File: src/rtl/nv_nvdla_cmac_rt_pkg.sv
// Shared constants and types for the CMAC->CACC partial-sum retiming pipe.
package nv_nvdla_cmac_rt_pkg;

    localparam int RT_MAX_LATENCY    = 8;
    localparam int CMAC_ATOMK_HALF   = 8;
    localparam int CMAC_RESULT_WIDTH = 19;
    localparam int A2CACC_PD_W       = 9;

    typedef logic [CMAC_RESULT_WIDTH-1:0] a2cacc_lane_t;

    typedef struct packed {
        logic                       vld;
        logic [A2CACC_PD_W-1:0]     pd;
        logic                       mode;
        logic [CMAC_ATOMK_HALF-1:0] mask;
    } a2cacc_beat_t;

endpackage

File: src/rtl/nv_nvdla_rt_a2cacc_stage.sv
// One retiming stage: flushable valid/mask, valid-enabled side-band and
// per-lane mask-enabled data with its parity bit.
module nv_nvdla_rt_a2cacc_stage
    import nv_nvdla_cmac_rt_pkg::*;
#(
    parameter int LANES  = CMAC_ATOMK_HALF,
    parameter int DATA_W = CMAC_RESULT_WIDTH,
    parameter int PD_W   = A2CACC_PD_W
) (
    input  logic                    clk,
    input  logic                    rstn,
    input  logic                    flush,
    input  logic                    in_vld,
    input  logic [PD_W-1:0]         in_pd,
    input  logic                    in_mode,
    input  logic [LANES-1:0]        in_mask,
    input  logic [LANES*DATA_W-1:0] in_data,
    input  logic [LANES-1:0]        in_par,
    output logic                    out_vld,
    output logic [PD_W-1:0]         out_pd,
    output logic                    out_mode,
    output logic [LANES-1:0]        out_mask,
    output logic [LANES*DATA_W-1:0] out_data,
    output logic [LANES-1:0]        out_par
);

    logic                    vld_d,  vld_q;
    logic [PD_W-1:0]         pd_d,   pd_q;
    logic                    mode_d, mode_q;
    logic [LANES-1:0]        mask_d, mask_q;
    logic [LANES*DATA_W-1:0] data_d, data_q;
    logic [LANES-1:0]        par_d,  par_q;

    always_comb begin
        vld_d  = in_vld & ~flush;
        mask_d = flush ? '0 : in_mask;
        pd_d   = in_vld ? in_pd : pd_q;
        mode_d = in_vld ? in_mode : mode_q;
        data_d = data_q;
        par_d  = par_q;
        // Lane data moves on its mask bit alone, independent of beat valid.
        for (int k = 0; k < LANES; k++) begin
            if (in_mask[k]) begin
                data_d[k*DATA_W +: DATA_W] = in_data[k*DATA_W +: DATA_W];
                par_d[k]                   = in_par[k];
            end
        end
    end

    always_ff @(posedge clk or negedge rstn) begin
        if (!rstn) begin
            vld_q  <= 1'b0;
            pd_q   <= '0;
            mode_q <= 1'b0;
            mask_q <= '0;
            data_q <= '0;
            par_q  <= '0;
        end else begin
            vld_q  <= vld_d;
            pd_q   <= pd_d;
            mode_q <= mode_d;
            mask_q <= mask_d;
            data_q <= data_d;
            par_q  <= par_d;
        end
    end

    assign out_vld  = vld_q;
    assign out_pd   = pd_q;
    assign out_mode = mode_q;
    assign out_mask = mask_q;
    assign out_data = data_q;
    assign out_par  = par_q;

endmodule

File: src/rtl/nv_nvdla_rt_cmac_a2cacc_pipe.sv
// CMAC->CACC retiming pipe: LATENCY stages with flush, in-flight beat count
// and sticky per-lane end-to-end parity checking.
module nv_nvdla_rt_cmac_a2cacc_pipe
    import nv_nvdla_cmac_rt_pkg::*;
#(
    parameter int LATENCY = 2,
    parameter int LANES   = CMAC_ATOMK_HALF,
    parameter int DATA_W  = CMAC_RESULT_WIDTH,
    parameter int PD_W    = A2CACC_PD_W,
    parameter int PAR_EN  = 1
) (
    input  logic                    nvdla_core_clk,
    input  logic                    nvdla_core_rstn,
    input  logic                    src_pvld,
    input  logic [PD_W-1:0]         src_pd,
    input  logic                    src_mode,
    input  logic [LANES-1:0]        src_mask,
    input  logic [LANES*DATA_W-1:0] src_data,
    input  logic                    flush,
    input  logic                    err_clr,
    output logic                    dst_pvld,
    output logic [PD_W-1:0]         dst_pd,
    output logic                    dst_mode,
    output logic [LANES-1:0]        dst_mask,
    output logic [LANES*DATA_W-1:0] dst_data,
    output logic [3:0]              inflight_cnt,
    output logic [LANES-1:0]        par_err
);

    // Even parity per lane: the bit that makes the lane plus parity XOR to zero.
    function automatic logic [LANES-1:0] lane_par(input logic [LANES*DATA_W-1:0] d);
        logic [LANES-1:0] p;
        p = '0;
        for (int k = 0; k < LANES; k++) begin
            p[k] = ^d[k*DATA_W +: DATA_W];
        end
        return p;
    endfunction

    if (LATENCY == 0) begin : g_pass
        logic unused_ok;
        assign unused_ok    = ^{nvdla_core_clk, nvdla_core_rstn, flush, err_clr};
        assign dst_pvld     = src_pvld;
        assign dst_pd       = src_pd;
        assign dst_mode     = src_mode;
        assign dst_mask     = src_mask;
        assign dst_data     = src_data;
        assign inflight_cnt = '0;
        assign par_err      = '0;
    end else begin : g_pipe
        logic                    vld_s  [LATENCY+1];
        logic [PD_W-1:0]         pd_s   [LATENCY+1];
        logic                    mode_s [LATENCY+1];
        logic [LANES-1:0]        mask_s [LATENCY+1];
        logic [LANES*DATA_W-1:0] data_s [LATENCY+1];
        logic [LANES-1:0]        par_s  [LATENCY+1];

        logic [3:0]       cnt_d, cnt_q;
        logic [LANES-1:0] err_d, err_q;
        logic [LANES-1:0] mism;

        assign vld_s[0]  = src_pvld;
        assign pd_s[0]   = src_pd;
        assign mode_s[0] = src_mode;
        assign mask_s[0] = src_mask;
        assign data_s[0] = src_data;
        assign par_s[0]  = (PAR_EN != 0) ? lane_par(src_data) : '0;

        for (genvar i = 0; i < LATENCY; i++) begin : g_stage
            nv_nvdla_rt_a2cacc_stage #(
                .LANES  (LANES),
                .DATA_W (DATA_W),
                .PD_W   (PD_W)
            ) u_stage (
                .clk      (nvdla_core_clk),
                .rstn     (nvdla_core_rstn),
                .flush    (flush),
                .in_vld   (vld_s[i]),
                .in_pd    (pd_s[i]),
                .in_mode  (mode_s[i]),
                .in_mask  (mask_s[i]),
                .in_data  (data_s[i]),
                .in_par   (par_s[i]),
                .out_vld  (vld_s[i+1]),
                .out_pd   (pd_s[i+1]),
                .out_mode (mode_s[i+1]),
                .out_mask (mask_s[i+1]),
                .out_data (data_s[i+1]),
                .out_par  (par_s[i+1])
            );
        end

        // Set beats clear, so a mismatch in the err_clr cycle is never lost.
        always_comb begin
            cnt_d = cnt_q + {3'b000, src_pvld} - {3'b000, vld_s[LATENCY]};
            if (flush) begin
                cnt_d = '0;
            end
            mism = '0;
            if (PAR_EN != 0 && vld_s[LATENCY]) begin
                mism = (lane_par(data_s[LATENCY]) ^ par_s[LATENCY]) & mask_s[LATENCY];
            end
            err_d = (err_q & ~{LANES{err_clr}}) | mism;
        end

        always_ff @(posedge nvdla_core_clk or negedge nvdla_core_rstn) begin
            if (!nvdla_core_rstn) begin
                cnt_q <= '0;
                err_q <= '0;
            end else begin
                cnt_q <= cnt_d;
                err_q <= err_d;
            end
        end

        assign dst_pvld     = vld_s[LATENCY];
        assign dst_pd       = pd_s[LATENCY];
        assign dst_mode     = mode_s[LATENCY];
        assign dst_mask     = mask_s[LATENCY];
        assign dst_data     = data_s[LATENCY];
        assign inflight_cnt = cnt_q;
        assign par_err      = err_q;
    end

endmodule
File: config.mk
export PLATFORM = sky130hd
export DESIGN_NAME = nv_nvdla_rt_cmac_a2cacc_pipe
export DESIGN_NICKNAME = d
export VERILOG_FILES = /design/src/rtl/nv_nvdla_cmac_rt_pkg.sv /design/src/rtl/nv_nvdla_rt_a2cacc_stage.sv /design/src/rtl/nv_nvdla_rt_cmac_a2cacc_pipe.sv
export SDC_FILE = /design/constraint.sdc
export NUM_CORES = 1
export LEC_CHECK = 0
export ABC_AREA = 0
export CAP_MARGIN = 10
export CORE_ASPECT_RATIO = 2
export CORE_MARGIN = 3
export CORE_UTILIZATION = 47
export CTS_CLUSTER_DIAMETER = 120
export DETAILED_ROUTE_END_ITERATION = 10
export PLACE_DENSITY_LB_ADDON = 0.1
export SLEW_MARGIN = 30
export SYNTH_ARGS = -nofsm -noshare
export SYNTH_HDL_FRONTEND = slang
export SYNTH_SLANG_ARGS = --single-unit
File: constraint.sdc
create_clock -name nvdla_core_clk -period 1.8 [get_ports nvdla_core_clk]
set_clock_uncertainty 0.2 [all_clocks]
set_input_delay 0.36 -clock nvdla_core_clk [delete_from_list [all_inputs] [get_ports nvdla_core_clk]]
set_output_delay 0.36 -clock nvdla_core_clk [all_outputs]
set_load 0.05 [all_outputs]
==> flow_summary_export.csv <==
group,metric,value,unit
critical_path,crit_path_start_kind,"flip-flop",
critical_path,worstReg2RegStart,"g_pipe.g_stage[1].u_stage.out_vld$_DFF_PN0_",
yosys,synth_cell_types,18,
layout,final_layout_size_suffix_gt1_frac,0.491,
floorplanning,core_area,36500,um^2
place,portBuffers,357,
layout,nets,1825,
floorplanning,dieArea,39600,um^2
clocking,cts_root_buffer,"clkbuf_16",
global_route,overflow,0,
timing,slew_violations,0,
yosys,synth_cells,1241,
floorplanning,start_util,0.477,
global_route,grt_pass1_wl,64400,um
floorplanning,die_h,278,um
route,wl,41400,um
power,power,33.3,mW
timing,hold_viol_final,0,
yosys,synth-warning-count,0,
yosys,synth_seq_cells,370,
route,vias,10300,
timing,max_freq,550,MHz
route,wl_per_cell,19.5,um
yosys,ys_seq_area_frac,0.531,
critical_path,cp-end-kind,"flip-flop",
critical_path,critPathMaxFanout,2,
floorplanning,dieWidth,142,um
power,leakagePower,11.2,nW
route,dr.pass1.iters,4,
timing,whs,5.94,ps
hold_path,worstHoldStart,"src_data[74]",
clocking,ctsHtreeMaxLevel,2,
timing,finalSetupViolations,2,
floorplanning,rows,99,
yosys,avgSynthCellArea,14.1,um^2
yosys,synth_nets,1421,
route,ant_nets,0,
critical_path,critPathSlowestCell,"fa_2",
clocking,path_clk_slew,60,ps
power,peakVddDrop,918,uV
clocking,clock_sinks,370,
hold_path,hold_class,"primary input to flip-flop",
timing,fin_crit_sh,1.01,
floorplanning,io_pins,358,
critical_path,critPathKind,"flip-flop to flip-flop",
place,hpwl,31300,um
job,maxCapViolations,0,
timing,rsz0062_at_grt,"true",
critical_path,crit_arrival,2060,ps
layout,syn_to_final_growth,46.9,%
yosys,syn_area,17400,um^2
timing,fin_ws,-18.1,ps
global_route,antenna_found_initial,2,
timing,slew_headroom,0.598,
route,viasPerCell,4.88,
clocking,worstSkewPairLatency,510,ps
layout,fin_area,25600,um^2
critical_path,slowest_delay,520,ps
place,gp_congestion,0.782,
route,drc,0,
critical_path,worst-endpoint-required,2040,ps
place,dpl_worst_slack,-576,ps
clocking,cts_buffer_depth,3,
critical_path,crit_top_cell,"ha_4",
global_route,grt_max_degree,65,
timing,fin_setup_tns,-21.8,ps
layout,fill_cells,2506,
critical_path,crit_buf_inv,1,
run_status,violations,"negative setup slack",
route,detail_route.iter0.violations,256,
clocking,cts_buffers,35,
timing,min_period,1820,ps
global_route,grtUsageTotal,0.209,
critical_path,crit_chain,"ha_4 -> inv_2 -> ha_4 -> fa_2 -> nor2b_4",
critical_path,path_delay_family,"adder cells",
timing,worst_pin_slew,603,ps
global_route,grt_pass1_vias,11800,
run_status,status,"finished, violations left",
place,placed_area,23600,um^2
power,cellPowerDensity,1300,nW/um^2
critical_path,startpoint,"g_pipe.g_stage[1].u_stage.out_vld$_DFF_PN0_",
clocking,cts_tree,"done",
-- metrics by stage --
| step | util | instances |
|---|---|---|
| after floorplan | - | 1241 |
| after global placement | 0.647 | 2034 |
| after detailed placement | 0.647 | 2034 |
| after CTS | 0.683 | 2098 |
| after global routing | 0.701 | 2117 |
| final | 0.701 | 2118 |
-- cell families after synthesis --
| logic type | count (synthesis) | synth area share |
|---|---|---|
| AO/OA/AOI/OAI | 10 | 0.00359 |
| buffers and inverters | 203 | 0.0764 |
| multiplexers | 340 | 0.221 |
| adder cells (fa/ha/maj) | 5 | 0.00402 |
| AND/OR/NAND/NOR | 30 | 0.00932 |
| XOR/XNOR | 283 | 0.155 |
| flip-flops | 370 | 0.531 |
-- layout by cell type (no fill, tap or decap), types with 7 or more instances in the layout --
cell type,Yosys,layout
clkbuf_1,34,7
buf_6,0,54
clkbuf_16,0,37
buf_12,0,198
xnor2_2,0,38
o22ai_1,8,8
mux2_2,332,332
clkdlybuf4s50_1,0,142
dlygate4sd3_1,0,18
buf_4,152,113
inv_1,13,10
xor2_1,17,12
dfrtp_2,0,8
dlymetal6s2s_1,0,29
nand2_1,8,8
mux2_4,8,8
xnor3_1,16,16
nor2b_1,20,19
xnor2_1,250,211
dfrtp_1,370,362
-- path summary, 6_finish.rpt --
kind	end	slack (ps)	cells after the start
setup / recovery	inflight_cnt[1]$_DFF_PN0_	-20	5
setup reg to reg	inflight_cnt[1]$_DFF_PN0_	-20	5
min in group asynchronous	g_pipe.g_stage[1].u_stage.out_data[10]$_DFFE_PN0P_	120	2
hold reg to reg	g_pipe.g_stage[1].u_stage.out_data[61]$_DFFE_PN0P_	300	1
max in group asynchronous	g_pipe.g_stage[1].u_stage.out_data[43]$_DFFE_PN0P_	540	3
hold / removal	g_pipe.g_stage[0].u_stage.out_data[74]$_DFFE_PN0P_	6	2
-- routing by layer --
| metal | global-route usage | part of all wire |
|---|---|---|
| met2 | 0.406 | 0.58 |
| met5 | 0 | 0.00031 |
| met4 | 0.0709 | 0.031 |
| met3 | 0.0569 | 0.067 |
| met1 | 0.208 | 0.32 |
-- synthesized netlist by cell type --
cell	number	area share
ha_1	4	0.0029
buf_4	152	0.065
xor2_1	17	0.0085
nor2b_1	20	0.0072
xnor3_1	16	0.021
clkbuf_1	34	0.0073
mux2_4	8	0.0069
a21oi_1	1	0.00029
fa_1	1	0.0011
buf_1	4	0.00086
nor2_1	2	0.00043
nand2_1	8	0.0017
xnor2_1	250	0.13
dfrtp_1	370	0.53
inv_1	13	0.0028
o22ai_1	8	0.0029
a21o_1	1	0.00043
mux2_2	332	0.21
-- cell type report --
class / count / area (um^2) / share of cell area
inverter: 13 / 48.8 / 0.00190
clock inverter: 7 / 65.1 / 0.00254
timing repair buffer: 557 / 7410 / 0.289
tap: 454 / 568 / 0.0222
sequential: 370 / 9270 / 0.362
clock buffer: 48 / 1010 / 0.0393
multi-input combinational: 668 / 7250 / 0.283
antenna: 1 / 2.50 / 0.0000977
-- what timing repair did --
action / CTS / global route
endpoints found under the setup margin: 28 / 66
endpoints found under the hold margin: 370 / 17
resized for setup: 36 / 104
pin swaps: 19 / 46
hold buffers: 1 / 17
gates cloned: 0 / 0
buffers inserted: 9 / 5
-- sequential cells by signal, summed over array words and instances, names as in the netlist --
signal / cells
g_pipe.g_stage.u_stage.out_mode: 2
g_pipe.g_stage.u_stage.out_mask: 16
inflight_cnt: 4
par_err: 8
g_pipe.g_stage.u_stage.out_par: 16
g_pipe.g_stage.u_stage.out_vld: 2
g_pipe.g_stage.u_stage.out_data: 304
g_pipe.g_stage.u_stage.out_pd: 18
-- worst reg2reg max path: stages, from the launching register on --
cell,delay (ps)
dfrtp_2,440
ha_4,270
inv_2,40
ha_4,160
fa_2,520
nor2b_4,120
-- where the power goes --
part,switching (mW),total [mW],internal (mW)
Clock,3.03,7.07,4.04
Sequential,1.29,11.0,9.66
Combinational,6.60,15.2,8.63
(Power assumes the default switching activity.)
